$ cat config.mk
export PLATFORM = sky130hd
export DESIGN_NAME = uart_tx
export DESIGN_NICKNAME = d
export VERILOG_FILES = /design/src/rtl/uart_pkg.sv /design/src/rtl/uart_baud_tick.sv /design/src/rtl/uart_tx.sv
export SDC_FILE = /design/constraint.sdc
export NUM_CORES = 1
export LEC_CHECK = 0
export CAP_MARGIN = 20
export CORE_MARGIN = 2
export CORE_UTILIZATION = 56
export CTS_CLUSTER_DIAMETER = 40
export DETAILED_ROUTE_END_ITERATION = 10
export MAX_ROUTING_LAYER = met4
export PLACE_DENSITY = 0.85
export SYNTH_ARGS = -nofsm -noshare
export SYNTH_HDL_FRONTEND = slang
export SYNTH_SLANG_ARGS = --single-unit
$ cat constraint.sdc
create_clock -name clk -period 2 [get_ports clk]
set_input_delay 0.3 -clock clk [delete_from_list [all_inputs] [get_ports clk]]
set_output_delay 0.3 -clock clk [all_outputs]
set_load 0.05 [all_outputs]
$ cat src/rtl/uart_pkg.sv
// uart_pkg: definitions shared by the UART transmit and receive paths.
//   - FSM state encodings (raw localparams plus the enum built on them)
//   - default clocks-per-bit for a 100 MHz board clock at 115200 baud
//   - serial line idle level
package uart_pkg;

  localparam logic [1:0] ST_IDLE  = 2'd0;
  localparam logic [1:0] ST_START = 2'd1;
  localparam logic [1:0] ST_DATA  = 2'd2;
  localparam logic [1:0] ST_STOP  = 2'd3;

  typedef enum logic [1:0] {
    IDLE  = ST_IDLE,
    START = ST_START,
    DATA  = ST_DATA,
    STOP  = ST_STOP
  } uart_state_t;

  // 100_000_000 / 115_200 rounded to the nearest integer
  localparam int DEFAULT_CLKS_PER_BIT = 868;

  localparam logic LINE_IDLE = 1'b1;

endpackage

$ cat src/rtl/uart_baud_tick.sv
// uart_baud_tick: bit-period counter for the UART paths.
//   clk      in   system clock, rising edge
//   rst      in   asynchronous active-low reset
//   i_en     in   count while high; counter is held at 0 while low
//   o_tick   out  high during the last cycle of a bit period (count == CLKS_PER_BIT-1)
//   o_count  out  current count, 0 .. CLKS_PER_BIT-1
module uart_baud_tick
  import uart_pkg::*;
#(
  parameter  int CLKS_PER_BIT = DEFAULT_CLKS_PER_BIT,
  localparam int CW           = $clog2(CLKS_PER_BIT)
) (
  input  logic          clk,
  input  logic          rst,
  input  logic          i_en,
  output logic          o_tick,
  output logic [CW-1:0] o_count
);

  localparam logic [CW-1:0] LAST = CW'(CLKS_PER_BIT - 1);

  logic [CW-1:0] r_count;

  always_ff @(posedge clk or negedge rst) begin
    if (!rst) begin
      r_count <= '0;
    end else if (!i_en) begin
      r_count <= '0;
    end else if (r_count == LAST) begin
      r_count <= '0;
    end else begin
      r_count <= r_count + 1'b1;
    end
  end

  assign o_tick  = i_en && (r_count == LAST);
  assign o_count = r_count;

endmodule

$ cat src/rtl/uart_tx.sv
// uart_tx: 8N1-style serial transmitter (DATA_BITS payload bits, LSB first).
//   clk        in   system clock, rising edge
//   rst        in   asynchronous active-low reset
//   tx_data    in   byte to send, sampled only on the handshake edge
//   tx_valid   in   upstream has a byte on tx_data
//   tx_ready   out  block accepts a byte this cycle (state == IDLE)
//   tx         out  registered serial line, idle high
//   tx_busy    out  frame in progress (complement of tx_ready)
//   tx_done    out  one-cycle pulse when the frame completes
//   dbg_state  out  current FSM state (uart_pkg encoding)
//
// Handshake: a byte is transferred on a rising clk edge where
// tx_valid && tx_ready; upstream holds tx_valid and tx_data until then,
// and nothing on tx_data/tx_valid is looked at while tx_ready is low.
module uart_tx
  import uart_pkg::*;
#(
  parameter int CLKS_PER_BIT = DEFAULT_CLKS_PER_BIT,
  parameter int DATA_BITS    = 8
) (
  input  logic                 clk,
  input  logic                 rst,
  input  logic [DATA_BITS-1:0] tx_data,
  input  logic                 tx_valid,
  output logic                 tx_ready,
  output logic                 tx,
  output logic                 tx_busy,
  output logic                 tx_done,
  output logic [1:0]           dbg_state
);

  localparam int CW = $clog2(CLKS_PER_BIT);
  localparam int BW = $clog2(DATA_BITS);

  localparam logic [CW-1:0] STOP_END = CW'(CLKS_PER_BIT - 2);
  localparam logic [BW-1:0] LAST_BIT = BW'(DATA_BITS - 1);

  uart_state_t          r_state;
  logic [DATA_BITS-1:0] r_shreg;
  logic [BW-1:0]        r_bit_idx;
  logic                 r_tx;
  logic                 r_ready;
  logic                 r_busy;
  logic                 r_done;

  logic                 w_tick;
  logic [CW-1:0]        w_count;
  logic                 w_stop_end;
  logic                 w_baud_en;

  // The FSM leaves STOP one cycle early: the IDLE cycle that follows still
  // drives the line high, so the stop bit is a full CLKS_PER_BIT long and a
  // held tx_valid starts the next frame with no extra idle time.
  assign w_stop_end = (r_state == STOP) && (w_count == STOP_END);

  // Disabling on the last stop cycle leaves the counter at 0 for IDLE.
  assign w_baud_en = (r_state != IDLE) && !w_stop_end;

  uart_baud_tick #(
    .CLKS_PER_BIT (CLKS_PER_BIT)
  ) u_baud (
    .clk     (clk),
    .rst     (rst),
    .i_en    (w_baud_en),
    .o_tick  (w_tick),
    .o_count (w_count)
  );

  always_ff @(posedge clk or negedge rst) begin
    if (!rst) begin
      r_state   <= IDLE;
      r_shreg   <= '0;
      r_bit_idx <= '0;
      r_tx      <= LINE_IDLE;
      r_ready   <= 1'b1;
      r_busy    <= 1'b0;
      r_done    <= 1'b0;
    end else begin
      r_done <= 1'b0;
      case (r_state)
        IDLE: begin
          if (tx_valid && r_ready) begin
            r_shreg <= tx_data;
            r_state <= START;
            r_tx    <= 1'b0;
            r_ready <= 1'b0;
            r_busy  <= 1'b1;
          end
        end
        START: begin
          if (w_tick) begin
            r_state   <= DATA;
            r_tx      <= r_shreg[0];
            r_bit_idx <= '0;
          end
        end
        DATA: begin
          // r_shreg[0] is always the bit currently on the line
          if (w_tick) begin
            if (r_bit_idx == LAST_BIT) begin
              r_state <= STOP;
              r_tx    <= LINE_IDLE;
            end else begin
              r_shreg   <= r_shreg >> 1;
              r_bit_idx <= r_bit_idx + 1'b1;
              r_tx      <= r_shreg[1];
            end
          end
        end
        STOP: begin
          if (w_stop_end) begin
            r_state <= IDLE;
            r_done  <= 1'b1;
            r_busy  <= 1'b0;
            r_ready <= 1'b1;
          end
        end
        default: begin
          r_state <= IDLE;
          r_tx    <= LINE_IDLE;
          r_ready <= 1'b1;
          r_busy  <= 1'b0;
        end
      endcase
    end
  end

  assign tx        = r_tx;
  assign tx_ready  = r_ready;
  assign tx_busy   = r_busy;
  assign tx_done   = r_done;
  assign dbg_state = r_state;

endmodule

### Word-level counts from Yosys, hierarchy flattened

Index checks and enable logic that the tools add are counted.
Widths: inputs -> output; s select.

| cells by class | value |
|---|---|
| muxes and demuxes | 28 |
| eq/ne operators | 12 |
| reductions and logical operators | 16 |
| $add $sub $neg | 2 |

Operator list:

| operator | count |
|---|---|
| $mux 8 | 3 |
| $eq 10x10->1 const B | 2 |
| $mux 10 | 2 |
| $pmux 8 s2 | 1 |
| $reduce_and 4->1 | 3 |
| $add 10x1->10 const B | 1 |
| $mux 2 | 5 |
| $mux 1 | 9 |
| $mux 3 | 3 |
| $ne 2x2->1 const B | 4 |
| $pmux 2 s4 | 1 |
| $reduce_bool 2->1 | 4 |
| $pmux 3 s2 | 1 |
| $reduce_and 5->1 | 1 |
| $eq 2x2->1 const B | 2 |
| $logic_and 1x1->1 | 4 |
| $ne 2x1->1 const B | 2 |
| $pmux 1 s2 | 2 |
| $add 3x1->3 const B | 1 |
| $eq 3x3->1 const B | 1 |
| $pmux 1 s3 | 1 |
| $reduce_and 3->1 | 1 |
| $reduce_bool 3->1 | 1 |
| $eq 2x1->1 const B | 1 |
| 2 further kinds | 2 |

| word-level totals | value |
|---|---|
| bits of input ports | 11 |
| bits in registers | 27 |

### Logic depth before layout (Yosys ltp)

| depth | value |
|---|---|
| word-level depth | 7 |
| mapped depth | 8 |
| mapped depth without buffers | 6 |

### Cells and area by module

Synthesis repeated with hierarchy kept, for this count alone.

| unflattened totals | value |
|---|---|
| cells, all modules | 142 |
| area, all modules | 1482.7 um^2 |

By module, submodules not included:

| module | area each (um^2) | cells an instance | instances |
|---|---|---|---|
| uart_tx | 957.2 | 90 | 1 |
| uart_baud_tick | 525.5 | 52 | 1 |

### Worst setup path before layout

OpenSTA, ideal clock, no wires.

| timing path | value |
|---|---|
| path type | flip-flop to flip-flop |
| from | register r_state[0], in the netlist dbg_state[0] |
| to | register r_tx, in the netlist tx |
| clock period less this slack | 2163 ps |
| path slack | -163 ps |
| cell stages (with the launch flop) | 8 |
| data required time | 1918 ps |
| path buffers | 1 |
| library setup time | 82 ps |
| data arrival time | 2081 ps |
| path through | dfrtp_1 inv_1 ha_1 buf_4 nor2b_4 nand4_1 o21ai_1 mux2_2 |

| on the way | value |
|---|---|
| cells in the longest elaborated chain, start to end | 7 |

Ends and longest elaborated chain:

| element | line | text |
|---|---|---|
| start: declaration | uart_tx.sv:38 | `uart_state_t r_state;` |
| start signal: assignment | uart_tx.sv:71 | `r_state <= IDLE;` |
| start signal: assignment | uart_tx.sv:84 | `r_state <= START;` |
| start signal: assignment | uart_tx.sv:92 | `r_state <= DATA;` |
| $eq 2x2->1 | uart_tx.sv:54 | `assign w_stop_end = (r_state == STOP) && (w_count == STOP_END);` |
| $logic_and 1x1->1 | uart_tx.sv:54 |  |
| $logic_not 1->1 | uart_tx.sv:57 | `assign w_baud_en = (r_state != IDLE) && !w_stop_end;` |
| $logic_and 1x1->1 | uart_tx.sv:57 |  |
| $logic_and 1x1->1 | uart_baud_tick.sv:36 | `assign o_tick = i_en && (r_count == LAST);` |
| $ne 2x1->1 (no line) | - |  |
| $reduce_and 4->1 (no line) | - |  |
| end signal: assignment | uart_tx.sv:93 | `r_tx <= r_shreg[0];` |
| end signal: assignment | uart_tx.sv:106 | `r_tx <= r_shreg[1];` |
| end: declaration | uart_tx.sv:41 | `logic r_tx;` |

Several ways; a longest one is shown, not always the timed one.
A chain may end at the register's enable or synchronous reset.

### Worst setup path in the final report

| timing path | value |
|---|---|
| from | register r_bit_idx[0] |
| to | register r_shreg[1] |

| on the way | value |
|---|---|
| cells in the longest elaborated chain, start to end | 3 |

Ends and longest elaborated chain:

| element | line | text |
|---|---|---|
| start: declaration | uart_tx.sv:40 | `logic [BW-1:0] r_bit_idx;` |
| start signal: assignment | uart_tx.sv:105 | `r_bit_idx <= r_bit_idx + 1'b1;` |
| $eq 3x3->1 | uart_tx.sv:100 | `if (r_bit_idx == LAST_BIT) begin` |
| $ne 2x2->1 (no line) | - |  |
| $reduce_and 4->1 (no line) | - |  |
| end signal: assignment | uart_tx.sv:83 | `r_shreg <= tx_data;` |
| end signal: assignment | uart_tx.sv:104 | `r_shreg <= r_shreg >> 1;` |
| end: declaration | uart_tx.sv:39 | `logic [DATA_BITS-1:0] r_shreg;` |

Every way passes these cells.

==> results.cfg <==
[global_route]
grt_pass1_vias = 1503
grt-ovfl-total = 0
top_usage_layer = met2
met3_usage_pct = 3.96
met2_usage_pct = 42.2
grt_max_degree = 28
grtUsageTotal_pct = 25.7
grt_antenna_before_repair = 0
grt_pass1_wl_mm = 6.59
use_met1_pct = 30.9

[sta]
clock.fmax_ghz = 0.524
grt_setup_unrepaired = false
fin_crit_sh_pct = 95.4
slew_headroom_pct = 66.5
fin_crit_ns = 1.91
hold_viol = 0
finalSetupViolCount = 0
timing.hold.ws_ns = 0.298
layout_setup_ws_ns = 0.0912
worst_slew_pin_slew_ns = 0.501
fin_skew_ns = 0.00518
drv_slew = 0

[cells_and_area]
syn_to_final_growth_pct = 17.7
final_cell_area_mm2 = 0.00199
fillCellCount = 218
nNetsFinal = 226
fin_cells = 237
antenna_cells = 0
drive_above_1_share_pct = 19.4

[place]
dpl_cell_area_mm2 = 0.00194
placed_cells = 233
dpl.hpwl_mm = 2.82
port_buffers = 16
dpl_worst_slack_ns = -0.00575
gp_congestion = 0.923

[detailed_routing]
via_count = 1491
initialDrtViolationCount = 79
routedWlPerCell_um = 16.4
drtAntennaViolNets = 0
drt-vias-per-instance = 6.29
routed_wl_mm = 3.88
drc_errors = 2
dr.pass1.iters = 7

[synthesis]
syn_inst = 181
yosysSeqAreaShare_pct = 40.2
async_flop_share_pct = 100
syn_nets = 200
synth.distinct_cells = 50
synth_flop_cell = dfrtp_1
ys_warn_count = 0
synth-edff-count = 0
ys_ff_latch = 27
syn_area_per_cell_um2 = 9.32
netlist_area_mm2 = 0.00169

[floorplan]
chipWidth_um = 58.9
die_area_mm2 = 0.00347
die_h_um = 58.9
start_util_pct = 60.1
core_area_mm2 = 0.00281
io_pins = 17
num_rows = 19

[clock_network]
root_buffer = clkbuf_4
htreeDepth = 1
clkSinkCount = 27
cts_tree = done
path_clk_slew_ns = 0.15
cts_buffers = 3
post-cts-setup-buffer-count = 0
clockBufferDepth = 2
clk_latency_ns = 0.35

[worst_setup_path]
cp_max_fo = 9
cp.required_ns = 2.27
cp-end-kind = flip-flop
cp-start-kind = flip-flop
critPathArrivalTime_ns = 2.18
critPathKind = flip-flop to flip-flop

[power]
p_leak_uw = 0.000800
finalPower_uw = 830
power_density_mw_per_mm2 = 418
ir_drop_uv = 298

[run]
maxCapViolations = 0

[run_status]
violations = DRC
status = finished, violations left

[worst_hold_path]
min_path_type = primary input to asynchronous set/reset pin
synth_stat cells (all sizes together), types with 2 or more instances:
cell	n	area (um^2)
a21oi	3	15.0
a221oi	2	17.5
a31oi	3	18.8
and2	2	12.5
and4b	2	20.0
buf	4	25.0
clkbuf	2	7.51
dfrtp	25	626
dfstp	2	52.6
ha	8	100
inv	6	22.5
nand2	29	111
nand3	11	55.1
nand3b	2	27.5
nand4	2	12.5
nor2	19	73.8
nor2b	3	26.3
nor3	2	10.0
o211ai	15	113
o21ai	6	33.8
o311ai	2	17.5
o31a	6	58.8
xnor2	6	52.6
xor2	2	17.5
area by class of cell:
| type | instances | area (um^2) | share of cell area [%] |
|---|---|---|---|
| Sequential cell | 27 | 681 | 34.3 |
| Timing Repair Buffer | 27 | 243 | 12.2 |
| Inverter | 7 | 26.3 | 1.32 |
| Tap cell | 31 | 38.8 | 1.95 |
| Clock inverter | 1 | 5.00 | 0.252 |
| Clock buffer | 3 | 22.5 | 1.13 |
| Multi-Input combinational cell | 141 | 970 | 48.8 |
worst max-delay path, stage by stage, from the launching register on:
cell	delay (ns)
dfrtp_1	0.44
ha_1	0.21
ha_1	0.27
nand3b_4	0.25
or4_1	0.56
o2111ai_1	0.10
metrics by stage:
stage	TNS (ns)	utilization, %
floorplan	0	-
global placement	0	69.0
detailed placement	-0.00575	69.0
CTS	0	70.1
global route	0	70.8
finish	0	70.8
power breakdown:
group | total (uW) | internal [uW] | switching [uW]
Combinational | 32.6 | 18.4 | 14.2
Clock | 251 | 75.7 | 176
Sequential | 546 | 546 | 0
flip-flops by register name (all words and copies together) (netlist names):
register,flops
r_bit_idx,3
dbg_state,2
u_baud.o_count,10
tx_ready,1
tx,1
r_shreg,8
tx_done,1
tx_busy,1
kinds of logic (layout without fill, tap and decap cells):
kind of cell / count (synthesis) / count (layout) / share of synthesized area, %
AND/OR/NAND/NOR: 78 / 78 / 24.3
AO/OA/AOI/OAI: 45 / 45 / 20.4
flip-flops: 27 / 27 / 40.2
buffers and inverters: 13 / 38 / 3.49
adder cells (fa/ha/maj): 8 / 8 / 5.93
XOR/XNOR: 8 / 8 / 4.15
multiplexers: 2 / 2 / 1.48
cells in the final DEF (no fill, tap or decap), types with 4 or more instances in the layout:
cell and count:
nand2_1 28, ha_1 5, clkdlybuf4s50_1 14, inv_1 5, o31a_2 5, dfrtp_1 23
o21ai_0 4, nand3_1 11, buf_4 12, nor2_1 17, xnor2_1 6, o211ai_1 15
per-layer routing:
layer	vias up	part of all wire (%)	wire length, um
li1	715	-	-
met1	719	43	1670
met2	50	49	1910
met3	7	6.0	233
met4	0	1.8	71
met5	-	0	0
what timing repair did:
item | CTS | global route
gates resized for setup | 1 | 6
hold buffers | 0 | 0
endpoints found under the setup margin | 1 | 4
path summary, 6_finish.rpt:
path | start | end | slack (ns) | cells after the start
worst max-delay path | r_bit_idx[0]$_DFFE_PN0P_ | r_shreg[1]$_DFFE_PN0P_ | 0.09 | 5
worst min-delay path | rst | r_shreg[5]$_DFFE_PN0P_ | 0.30 | 2
worst max register to register | r_bit_idx[0]$_DFFE_PN0P_ | r_shreg[1]$_DFFE_PN0P_ | 0.09 | 5
worst min register to register | u_baud.o_count[0]$_DFF_PN0_ | u_baud.o_count[0]$_DFF_PN0_ | 0.52 | 1
max in group asynchronous | rst | tx_ready$_DFFE_PN1P_ | 1.39 | 2
min in group clk | u_baud.o_count[0]$_DFF_PN0_ | u_baud.o_count[0]$_DFF_PN0_ | 0.52 | 1
No activity file was read; power rests on OpenSTA's default activity.
==> edit: new RTL, same settings <==
`DEFAULT_CLKS_PER_BIT`: 868 -> 1736.
--- a/src/rtl/uart_pkg.sv
+++ b/src/rtl/uart_pkg.sv
@@ -17,7 +17,7 @@
   } uart_state_t;
 
   // 100_000_000 / 115_200 rounded to the nearest integer
-  localparam int DEFAULT_CLKS_PER_BIT = 868;
+  localparam int DEFAULT_CLKS_PER_BIT = 1736;
 
   localparam logic LINE_IDLE = 1'b1;
 
Function: no difference found for any inputs over 10 cycles, from zero or initial values and one cycle with rst low; that may be too few to reach the edited logic, so the function may still have changed.
==> edit against the original RTL <==
Critical endpoint is now dbg_state[1]; non-clock buffer count up 11; count of clock-buffer cells in the layout up 1; clock skew up 0.0081 ns; highest routed layer unchanged; global-route usage down 2.4 points; the flow finishes with violations (setup timing); hold slack better by 0.015 ns; total power up 5.5%; sequential cell count up 1; worst setup slack worse by 0.14 ns; wire length down 15%; largest cell class unchanged; cell area down 1.6%; first-iteration DRC count down 70%; combinational power up 5%; area after synthesis down 9.6%.
==> edit: results (changes against the original RTL) <==
status complete, but fails checks; failing checks setup timing; Place WS -0.143 ns (-0.137 ns); Post-Layout Cell Count 219 (-7.6%); clock latency on the worst-skew pair 0.33 ns (-0.02 ns); top cells by area, synth dfrtp_1 43%, ha_1 6.6%, o221a_1 5.2%, xnor2_1 4.0%, nor2_1 3.9%; largest net degree at the start of global routing 29 (+3.6%); xor/xnor share of the synthesized area 5.17% (+1.0 points); Post-Synth Adder-Cell Area 6.57% (+0.63 points); setup ws final -0.0527 ns (-0.144 ns); vias in the first global route 1331 (-11%); CP max stage delay 0.46 ns (-0.10 ns); Ys Warns 0 (unchanged); RR Startpoint dbg_state[1]; post-synthesis mux area share 0.739% (-0.74 points); post-synthesis sequential area ratio 46.1% (+5.9 points); Cells after Synth 151 (-17%); global-route wire length before repair 5690 µm (-14%); Cells after DPL 212 (-9.0%); detailed placement HPWL 2410 µm (-15%); dpl cell area 0.00185 mm² (-4.4%); Initial DRC Count 24 (-70%); leading cell types by count after synthesis 26 x dfrtp_1, 16 x nor2_1, 15 x nand2_1; crit path DAT 2.28 ns (+0.10 ns); worst r2r dst dbg_state[1]; syn nets 170 (-15%); Worst VDD drop 0.526 mV (+77%); WHS 0.314 ns (+0.0154 ns); Setup Viol. Count Final 10 (+10); leakage power 0.832 nW (+4.0%); drt total wl 3280 µm (-15%); clk slew on worst S/H paths 0.15 ns (about the same); Worst path top cell family by delay flip-flops; GRT Util Overall 23.4% (-2.4 points); Synth Area in Compound Gates 15.4% (-5.0 points); share of layout cells above drive strength 1 28.0% (+8.6 points); Largest register FFs 11 (+1); CP Max Fanout 5 (-4); post-synthesis cell type count 37 (-26%); Fill cells 170 (-22%); DR vias/cell 5.80 (-7.7%); setup TNS -0.245 ns (-0.245 ns); reg2reg path depth 7 (+2); CP max-delay cell dfrtp_2
## edit: routing by layer
layer	global-route usage (%)	vias up	part of all wire, %
li1	-	621	-
met1	26.5	620	43
met2	41.7	22	52
met4	7.14	0	1.9
met3	4.19	8	2.4
met5	-	-	0
## edit: worst max-delay path by stage
stage / to / slack, ns / start / depth (start not counted)
floorplan: r_shreg[0] / -0.09 / dbg_state[0] / 8
global placement: r_shreg[0] / -0.07 / u_baud.o_count[5] / 4
detailed placement: r_shreg[6] / -0.14 / u_baud.o_count[5] / 4
CTS: r_shreg[6] / -0.05 / u_baud.o_count[5] / 4
global route: dbg_state[1] / -0.16 / dbg_state[1] / 7
finish: dbg_state[1] / -0.05 / dbg_state[1] / 7
## edit: what timing repair did
item	CTS	global route
setup buffers	3	0
setup endpoints to repair	14	12
resized for setup	8	3
pin swaps	3	0
## edit: cell families after synthesis
logic type	Yosys count
AO/OA/AOI/OAI	28
XOR/XNOR	9
adder cells (fa/ha/maj)	8
buffers and inverters	11
flip-flops	28
multiplexers	1
AND/OR/NAND/NOR	66
## edit: power by group
group	internal (W)	switching, W	leakage [nW]	total, W
sequential	0.000566	0	0.363	0.000566
combinational	0.0000190	0.0000151	0.448	0.0000341
clock	0.000112	0.000164	0.0210	0.000275
## edit: layout make-up
| type | instances | area, µm² | share of cell area (%) |
|---|---|---|---|
| Tap cell | 30 | 37.5 | 1.92 |
| Timing Repair Buffer | 38 | 322 | 16.5 |
| Clock buffer | 4 | 36.3 | 1.86 |
| Multi-Input combinational cell | 112 | 827 | 42.3 |
| Sequential cell | 28 | 706 | 36.1 |
| Inverter | 7 | 26.3 | 1.34 |
